$ cat src/rtl/soc_irq_timer_if.sv
// rtl/soc_irq_timer_if.sv - data-memory bus bundle shared by the CPU and the timer/irq block
interface soc_irq_timer_if;
    logic        ce;
    logic        we;
    logic [31:0] addr;
    logic [31:0] wtData;
    logic [31:0] rdData;
    logic        hit;

    modport master (output ce, output we, output addr, output wtData,
                    input  rdData, input hit);
    modport slave  (input  ce, input we, input addr, input wtData,
                    output rdData, output hit);
endinterface

$ cat src/rtl/soc_irq_timer.sv
// rtl/soc_irq_timer.sv - timer bank and interrupt aggregator on the data-memory bus
// Timers at 0x10*t, PEND at 0x40, MASK at 0x44; window spans 128 bytes from BASE_ADDR.
module soc_irq_timer #(
    parameter int          NUM_TIMERS = 2,
    parameter int          NUM_EXT    = 2,
    parameter int          INTR_W     = 6,
    parameter logic [31:0] BASE_ADDR  = 32'h1000_0000,
    parameter int          PRESCALE   = 1,
    localparam int         EXT_W      = (NUM_EXT > 0) ? NUM_EXT : 1
) (
    input  logic              clk,
    input  logic              rst,
    soc_irq_timer_if.slave    bus,
    input  logic [EXT_W-1:0]  ext_irq,
    output logic [INTR_W-1:0] intr
);

    localparam int PW = (PRESCALE > 1) ? $clog2(PRESCALE) : 1;

    logic [31:0] offset;
    logic [4:0]  wordIdx;
    logic [1:0]  timerSel;
    logic [1:0]  regSel;
    logic        inTimers;
    logic        isPend;
    logic        isMask;
    logic        wrEn;

    assign offset   = bus.addr - BASE_ADDR;
    assign bus.hit  = bus.ce && (offset < 32'h80);
    assign wordIdx  = offset[6:2];
    assign timerSel = wordIdx[3:2];
    assign regSel   = wordIdx[1:0];
    assign inTimers = ~wordIdx[4];
    assign isPend   = (wordIdx == 5'h10);
    assign isMask   = (wordIdx == 5'h11);
    assign wrEn     = bus.hit && bus.we;

    logic [PW-1:0] preCnt;
    logic          tick;

    assign tick = (preCnt == PW'(PRESCALE - 1));

    always_ff @(posedge clk or negedge rst) begin
        if (!rst) begin
            preCnt <= '0;
        end else if (tick) begin
            preCnt <= '0;
        end else begin
            preCnt <= preCnt + 1'b1;
        end
    end

    logic [NUM_TIMERS-1:0] ctrlEn;
    logic [NUM_TIMERS-1:0] ctrlAuto;
    logic [NUM_TIMERS-1:0] ctrlIe;
    logic [NUM_TIMERS-1:0] flag;
    logic [31:0]           loadReg  [NUM_TIMERS];
    logic [31:0]           countReg [NUM_TIMERS];

    logic [NUM_TIMERS-1:0] wrCtrl;
    logic [NUM_TIMERS-1:0] wrLoad;
    logic [NUM_TIMERS-1:0] wrCount;
    logic [NUM_TIMERS-1:0] wrStat;
    logic [NUM_TIMERS-1:0] tickUpd;
    logic [NUM_TIMERS-1:0] expire;

    always_comb begin
        wrCtrl  = '0;
        wrLoad  = '0;
        wrCount = '0;
        wrStat  = '0;
        for (int t = 0; t < NUM_TIMERS; t++) begin
            if (wrEn && inTimers && (timerSel == 2'(t))) begin
                case (regSel)
                    2'd0:    wrCtrl[t]  = 1'b1;
                    2'd1:    wrLoad[t]  = 1'b1;
                    2'd2:    wrCount[t] = 1'b1;
                    default: wrStat[t]  = 1'b1;
                endcase
            end
        end
    end

    // A bus write to CTRL or COUNT takes priority over that timer's tick update.
    always_comb begin
        tickUpd = '0;
        expire  = '0;
        for (int t = 0; t < NUM_TIMERS; t++) begin
            tickUpd[t] = tick && ctrlEn[t] && !wrCtrl[t] && !wrCount[t];
            expire[t]  = tickUpd[t] && (countReg[t] == 32'd0);
        end
    end

    always_ff @(posedge clk or negedge rst) begin
        if (!rst) begin
            ctrlEn   <= '0;
            ctrlAuto <= '0;
            ctrlIe   <= '0;
            flag     <= '0;
            for (int t = 0; t < NUM_TIMERS; t++) begin
                loadReg[t]  <= '0;
                countReg[t] <= '0;
            end
        end else begin
            for (int t = 0; t < NUM_TIMERS; t++) begin
                if (wrCtrl[t]) begin
                    ctrlEn[t]   <= bus.wtData[0];
                    ctrlAuto[t] <= bus.wtData[1];
                    ctrlIe[t]   <= bus.wtData[2];
                end else if (expire[t] && !ctrlAuto[t]) begin
                    ctrlEn[t] <= 1'b0;
                end

                if (wrLoad[t]) begin
                    loadReg[t] <= bus.wtData;
                end

                if (wrCount[t]) begin
                    countReg[t] <= bus.wtData;
                end else if (expire[t]) begin
                    if (ctrlAuto[t]) begin
                        countReg[t] <= loadReg[t];
                    end
                end else if (tickUpd[t]) begin
                    countReg[t] <= countReg[t] - 32'd1;
                end

                // Expiry wins over a same-cycle W1C so no event is lost.
                if (expire[t]) begin
                    flag[t] <= 1'b1;
                end else if (wrStat[t] && bus.wtData[0]) begin
                    flag[t] <= 1'b0;
                end
            end
        end
    end

    logic [EXT_W-1:0] sync1;
    logic [EXT_W-1:0] sync2;
    logic [EXT_W-1:0] extPrev;
    logic [EXT_W-1:0] extPend;
    logic [EXT_W-1:0] extRise;
    logic [EXT_W-1:0] extClr;

    assign extRise = sync2 & ~extPrev;
    assign extClr  = (wrEn && isPend) ? bus.wtData[NUM_TIMERS +: EXT_W] : '0;

    always_ff @(posedge clk or negedge rst) begin
        if (!rst) begin
            sync1   <= '0;
            sync2   <= '0;
            extPrev <= '0;
            extPend <= '0;
        end else begin
            sync1   <= ext_irq;
            sync2   <= sync1;
            extPrev <= sync2;
            extPend <= extRise | (extPend & ~extClr);
        end
    end

    logic [INTR_W-1:0] pend;
    logic [INTR_W-1:0] maskReg;

    for (genvar i = 0; i < INTR_W; i++) begin : g_pend
        if (i < NUM_TIMERS) begin : g_tmr
            assign pend[i] = flag[i] & ctrlIe[i];
        end else if (i < NUM_TIMERS + NUM_EXT) begin : g_ext
            assign pend[i] = extPend[i - NUM_TIMERS];
        end else begin : g_zero
            assign pend[i] = 1'b0;
        end
    end

    always_ff @(posedge clk or negedge rst) begin
        if (!rst) begin
            maskReg <= '0;
            intr    <= '0;
        end else begin
            if (wrEn && isMask) begin
                maskReg <= bus.wtData[INTR_W-1:0];
            end
            intr <= pend & maskReg;
        end
    end

    logic [31:0] rdMux;

    always_comb begin
        rdMux = '0;
        if (bus.hit) begin
            if (inTimers) begin
                for (int t = 0; t < NUM_TIMERS; t++) begin
                    if (timerSel == 2'(t)) begin
                        case (regSel)
                            2'd0:    rdMux = {29'd0, ctrlIe[t], ctrlAuto[t], ctrlEn[t]};
                            2'd1:    rdMux = loadReg[t];
                            2'd2:    rdMux = countReg[t];
                            default: rdMux = {31'd0, flag[t]};
                        endcase
                    end
                end
            end else if (isPend) begin
                rdMux = 32'(pend);
            end else if (isMask) begin
                rdMux = 32'(maskReg);
            end
        end
    end

    assign bus.rdData = rdMux;

endmodule

$ cat src/flat_wrapper.sv
// flat-port wrapper written by rule: the top's interface ports become plain ports
module soc_irq_timer_flat 
#(
    parameter int          NUM_TIMERS = 2,
    parameter int          NUM_EXT    = 2,
    parameter int          INTR_W     = 6,
    parameter logic [31:0] BASE_ADDR  = 32'h1000_0000,
    parameter int          PRESCALE   = 1,
    localparam int         EXT_W      = (NUM_EXT > 0) ? NUM_EXT : 1
)
  (clk, rst, ext_irq, intr, bus_ce, bus_we, bus_addr, bus_wtData, bus_rdData, bus_hit);
  soc_irq_timer_if bus_i ();
  input  logic clk;
  input  logic rst;
  input  logic [EXT_W-1:0] ext_irq;
  output logic [INTR_W-1:0] intr;
  input wire logic [$bits(bus_i.ce)-1:0] bus_ce;
  input wire logic [$bits(bus_i.we)-1:0] bus_we;
  input wire logic [$bits(bus_i.addr)-1:0] bus_addr;
  input wire logic [$bits(bus_i.wtData)-1:0] bus_wtData;
  output wire logic [$bits(bus_i.rdData)-1:0] bus_rdData;
  output wire logic [$bits(bus_i.hit)-1:0] bus_hit;
  assign bus_i.ce = bus_ce;
  assign bus_i.we = bus_we;
  assign bus_i.addr = bus_addr;
  assign bus_i.wtData = bus_wtData;
  assign bus_rdData = bus_i.rdData;
  assign bus_hit = bus_i.hit;
  soc_irq_timer #(.NUM_TIMERS(NUM_TIMERS), .NUM_EXT(NUM_EXT), .INTR_W(INTR_W), .BASE_ADDR(BASE_ADDR), .PRESCALE(PRESCALE)) u_core (.clk(clk), .rst(rst), .bus(bus_i), .ext_irq(ext_irq), .intr(intr));
endmodule
$ cat config.mk
export PLATFORM = sky130hd
export DESIGN_NAME = soc_irq_timer_flat
export DESIGN_NICKNAME = d
export VERILOG_FILES = /design/src/rtl/soc_irq_timer_if.sv /design/src/rtl/soc_irq_timer.sv /design/src/flat_wrapper.sv
export SDC_FILE = /design/constraint.sdc
export NUM_CORES = 1
export LEC_CHECK = 0
export BUFFER_PORTS_ARGS = -buffer_cell sky130_fd_sc_hd__buf_4
export CELL_PAD_IN_SITES_DETAIL_PLACEMENT = 0
export CELL_PAD_IN_SITES_GLOBAL_PLACEMENT = 2
export CORE_UTILIZATION = 37
export CTS_BUF_LIST = sky130_fd_sc_hd__clkbuf_8 sky130_fd_sc_hd__clkbuf_16
export DETAILED_ROUTE_END_ITERATION = 7
export PLACE_DENSITY = 0.78
export SLEW_MARGIN = 0
export SYNTH_ARGS = -nofsm -noshare
export SYNTH_HDL_FRONTEND = slang
export SYNTH_SLANG_ARGS = --single-unit
$ cat constraint.sdc
create_clock -name clk -period 3.2 [get_ports clk]
set_input_delay 0.64 -clock clk [delete_from_list [all_inputs] [get_ports clk]]
set_output_delay 0.64 -clock clk [all_outputs]
set_load 0.03 [all_outputs]
==> impl_metrics.yaml <==
outcome:
  outcome: "completed"
detailed_routing:
  num_vias: 8636
  ant_nets: 0
  via_per_inst: 6.01
  dr.pass1.iters: 6
  wire_per_inst_um: 23.9
  drc: 0
  wl_um: 34300
  drt_first_iter_violations: 743
sta:
  timing.fmax_ghz: 0.324
  worst_slack_ps: 117
  setup_viol: 0
  hold_viol_final: 0
  slew_headroom_pct: 56.2
  finalWorstPathRequiredPeriod_ps: 3080
  fin_tns_setup_ps: 0
  skew_ps: 18.3
  rsz0062_at_grt: "false"
  slew_violations: 0
  period_share_pct: 96.3
  worstMarginPinSlew_ps: 656
cts:
  clk_pin_slew_ps: 80
  root_buffer: "clkbuf_16"
  cts_max_path_buffers: 2
  tritoncts: "done"
  numCtsBuffers: 17
  htreeDepth: 4
  numClockSinks: 154
  clk_latency_ps: 440
synthesis:
  synth_edf_count: 0
  avgSynthCellArea_um2: 9.54
  synthCells: 973
  synth_flop_cell: "dfrtp_1"
  ys_ff_latch: 154
  synth_cell_types: 75
  yosysSeqAreaShare_pct: 41.5
  synthesis.area_um2: 9290
  yosys_warnings: 0
  postSynth.asyncResetShare_pct: 100
setup_path:
  critPathRequiredTime_ps: 2560
  cpPeakStageDelay_ps: 380
  critPathArrivalTime_ps: 2440
  worstPathMaxFanout: 6
  end_kind: "primary output"
  startpoint_type: "input port"
  criticalPathCategory: "in -> out"
  crit_chain: "buf_4 -> nor4b_1 -> nand4_1 -> or3_1 -> buf_4 -> nor4_2 -> buf_4 -> buf_4"
  cp_slowest_cell: "or3_1"
  worstRegToRegCells: 10
  crit_top_cell: "buf_4"
floorplan:
  die_width_um: 160
  row_count: 57
  io_pins: 109
  initial_core_util_pct: 38.0
  die-area_um2: 25700
  die_h_um: 160
  core_um2: 24500
place:
  hpwl_um: 24200
  io_buffer_count: 104
  pre_cts_ws_ps: 31.0
  place_congestion: 0.846
global_route:
  grt_pass1_vias: 8254
  antenna_found_initial: 0
  grt_overflow: 0
  grt_max_degree: 73
  grt.total_usage_pct: 26.9
  grt_first_pass_wirelength_um: 52000
run:
  drv_cap: 0
power:
  power_switching_mw: 1.17
  peakVddDrop_mv: 0.309
  p_leak_nw: 5.36
  power_frac_clock_pct: 49.1
  finalPower_mw: 4.35
  netSwitchingFraction_pct: 26.9
  intPower_mw: 3.18
  p_comb_share_pct: 6.1
  power_density_nw_per_um2: 372
  pwr-share-seq_pct: 44.9
hold_path:
  hp-class: "in -> async"
final_layout:
  seqCellArea_um2: 3850
  syn2layout_area_growth_pct: 25.8
  drive_gt1_share_pct: 30.3
  multi_input_area_um2: 5100
  fin_nets: 1170
  fillers: 2327
-- through the flow --
step                      cells  hold WS [ps]  utilization, %  cell area (um^2)
after global routing       1435          88.6            47.8             11700
final                      1436          76.8            47.8             11700
after global placement     1403           335            45.0             11000
after CTS                  1435          77.5            47.6             11600
after detailed placement   1403           337            45.0             11000
after floorplan             974           331               -              9320
-- power groups by stage --
stage / clock (mW) / combinational (mW) / sequential [mW]
CTS: 2.18 / 0.264 / 1.95
detailed placement: 0 / 0.264 / 1.99
global placement: 0 / 0.264 / 1.99
floorplan: 0 / 0.0735 / 1.99
global route: 2.26 / 0.284 / 1.95
finish: 2.13 / 0.264 / 1.95
-- what timing repair did --
item                       CTS  global route
gates resized for setup      0             5
setup endpoints to repair    0            16
hold buffers                 0             0
buffers inserted             0             0
-- cell usage after synthesis (all sizes together), types with 9 or more instances --
master  count  area, um^2
mux2       79         901
o22ai      10        62.6
o21ai      66         330
nor2       98         380
a22oi      74         556
o22a       24         210
nand2      55         206
o211ai     11        82.6
inv        22        82.6
or3         9        61.3
nor4       32         265
mux2i      21         210
nand3      19        95.1
nor3       21         110
dfrtp     154        3850
a21oi      41         205
xor2       14         123
or4        13         105
a21o       11        82.6
buf        31         171
clkbuf     48         181
o31ai       9        67.6
-- layout by cell type, fill, tap and decap left out, types with 10 or more instances in the layout --
cell type and n:
a21o_1 11, a21oi_1 41, a22oi_1 74, buf_12 18
buf_4 165, clkbuf_16 17, dfrtp_1 154, inv_1 22
mux2_2 76, mux2i_1 21, nand2_1 55, nand3_1 19
nor2_1 95, nor3_1 20, nor4_1 19, o211ai_1 11
o21ai_0 59, o22a_1 24, o22ai_1 10, or4_1 11
xor2_1 14
-- kinds of logic (layout without fill, tap and decap cells) --
family                     Yosys count  count (layout)  synth area share, %
DFF                                154             154                 41.5
and+or+nand+nor                    297             297                 17.2
AOI/OAI and AO/OA                  299             299                 22.3
adders and majority gates            2               2                0.269
other                                1               3               0.0404
muxes                              102             102                 12.4
buffers and inverters              101             238                 4.69
xor gates and xnor gates            17              17                 1.60
-- cell type report --
| cell class | count | share of cell area, % |
|---|---|---|
| flip-flops and latches | 154 | 33.0 |
| inverters | 22 | 0.707 |
| clock inverters | 15 | 1.75 |
| well taps | 324 | 3.47 |
| multi-input cells | 719 | 43.6 |
| repair buffers | 184 | 13.8 |
| diodes | 1 | 0.0214 |
| clock buffers | 17 | 3.64 |
-- layer usage --
metal	wire length (um)	global-route usage, %
met1	15500	39.4
met2	15600	39.7
met3	2540	6.02
met4	627	7.27
met5	0	0
-- worst max-delay path: cells and delay by family --
family        cells  cell delay [ps]
simple gates      4             1160
buf+inv           4              650
-- worst paths after layout --
path                                                startpoint                               to  slack [ps]
worst max-delay path                              bus_addr[30]                   bus_rdData[28]         120
worst min-delay path                                       rst        u_core.sync1[1]$_DFF_PN0_          80
worst max register to register  u_core.countReg[0]$_DFFE_PN0P_  u_core.countReg[10]$_DFFE_PN0P_         150
worst min register to register       u_core.sync1[1]$_DFF_PN0_        u_core.sync2[1]$_DFF_PN0_         350
max in group asynchronous                                  rst  u_core.countReg[33]$_DFFE_PN0P_        2340
min in group clk                                    ext_irq[0]        u_core.sync1[0]$_DFF_PN0_         300
-- sequential cells by signal (all words and copies together), names as in the netlist --
name,count
u_core.countReg,64
u_core.loadReg,64
u_core.maskReg,6
u_core.intr,4
u_core.ctrlAuto,2
u_core.ctrlEn,2
u_core.ctrlIe,2
u_core.extPend,2
u_core.extPrev,2
u_core.flag,2
u_core.sync1,2
u_core.sync2,2
No activity file was read; power rests on OpenSTA's default activity.
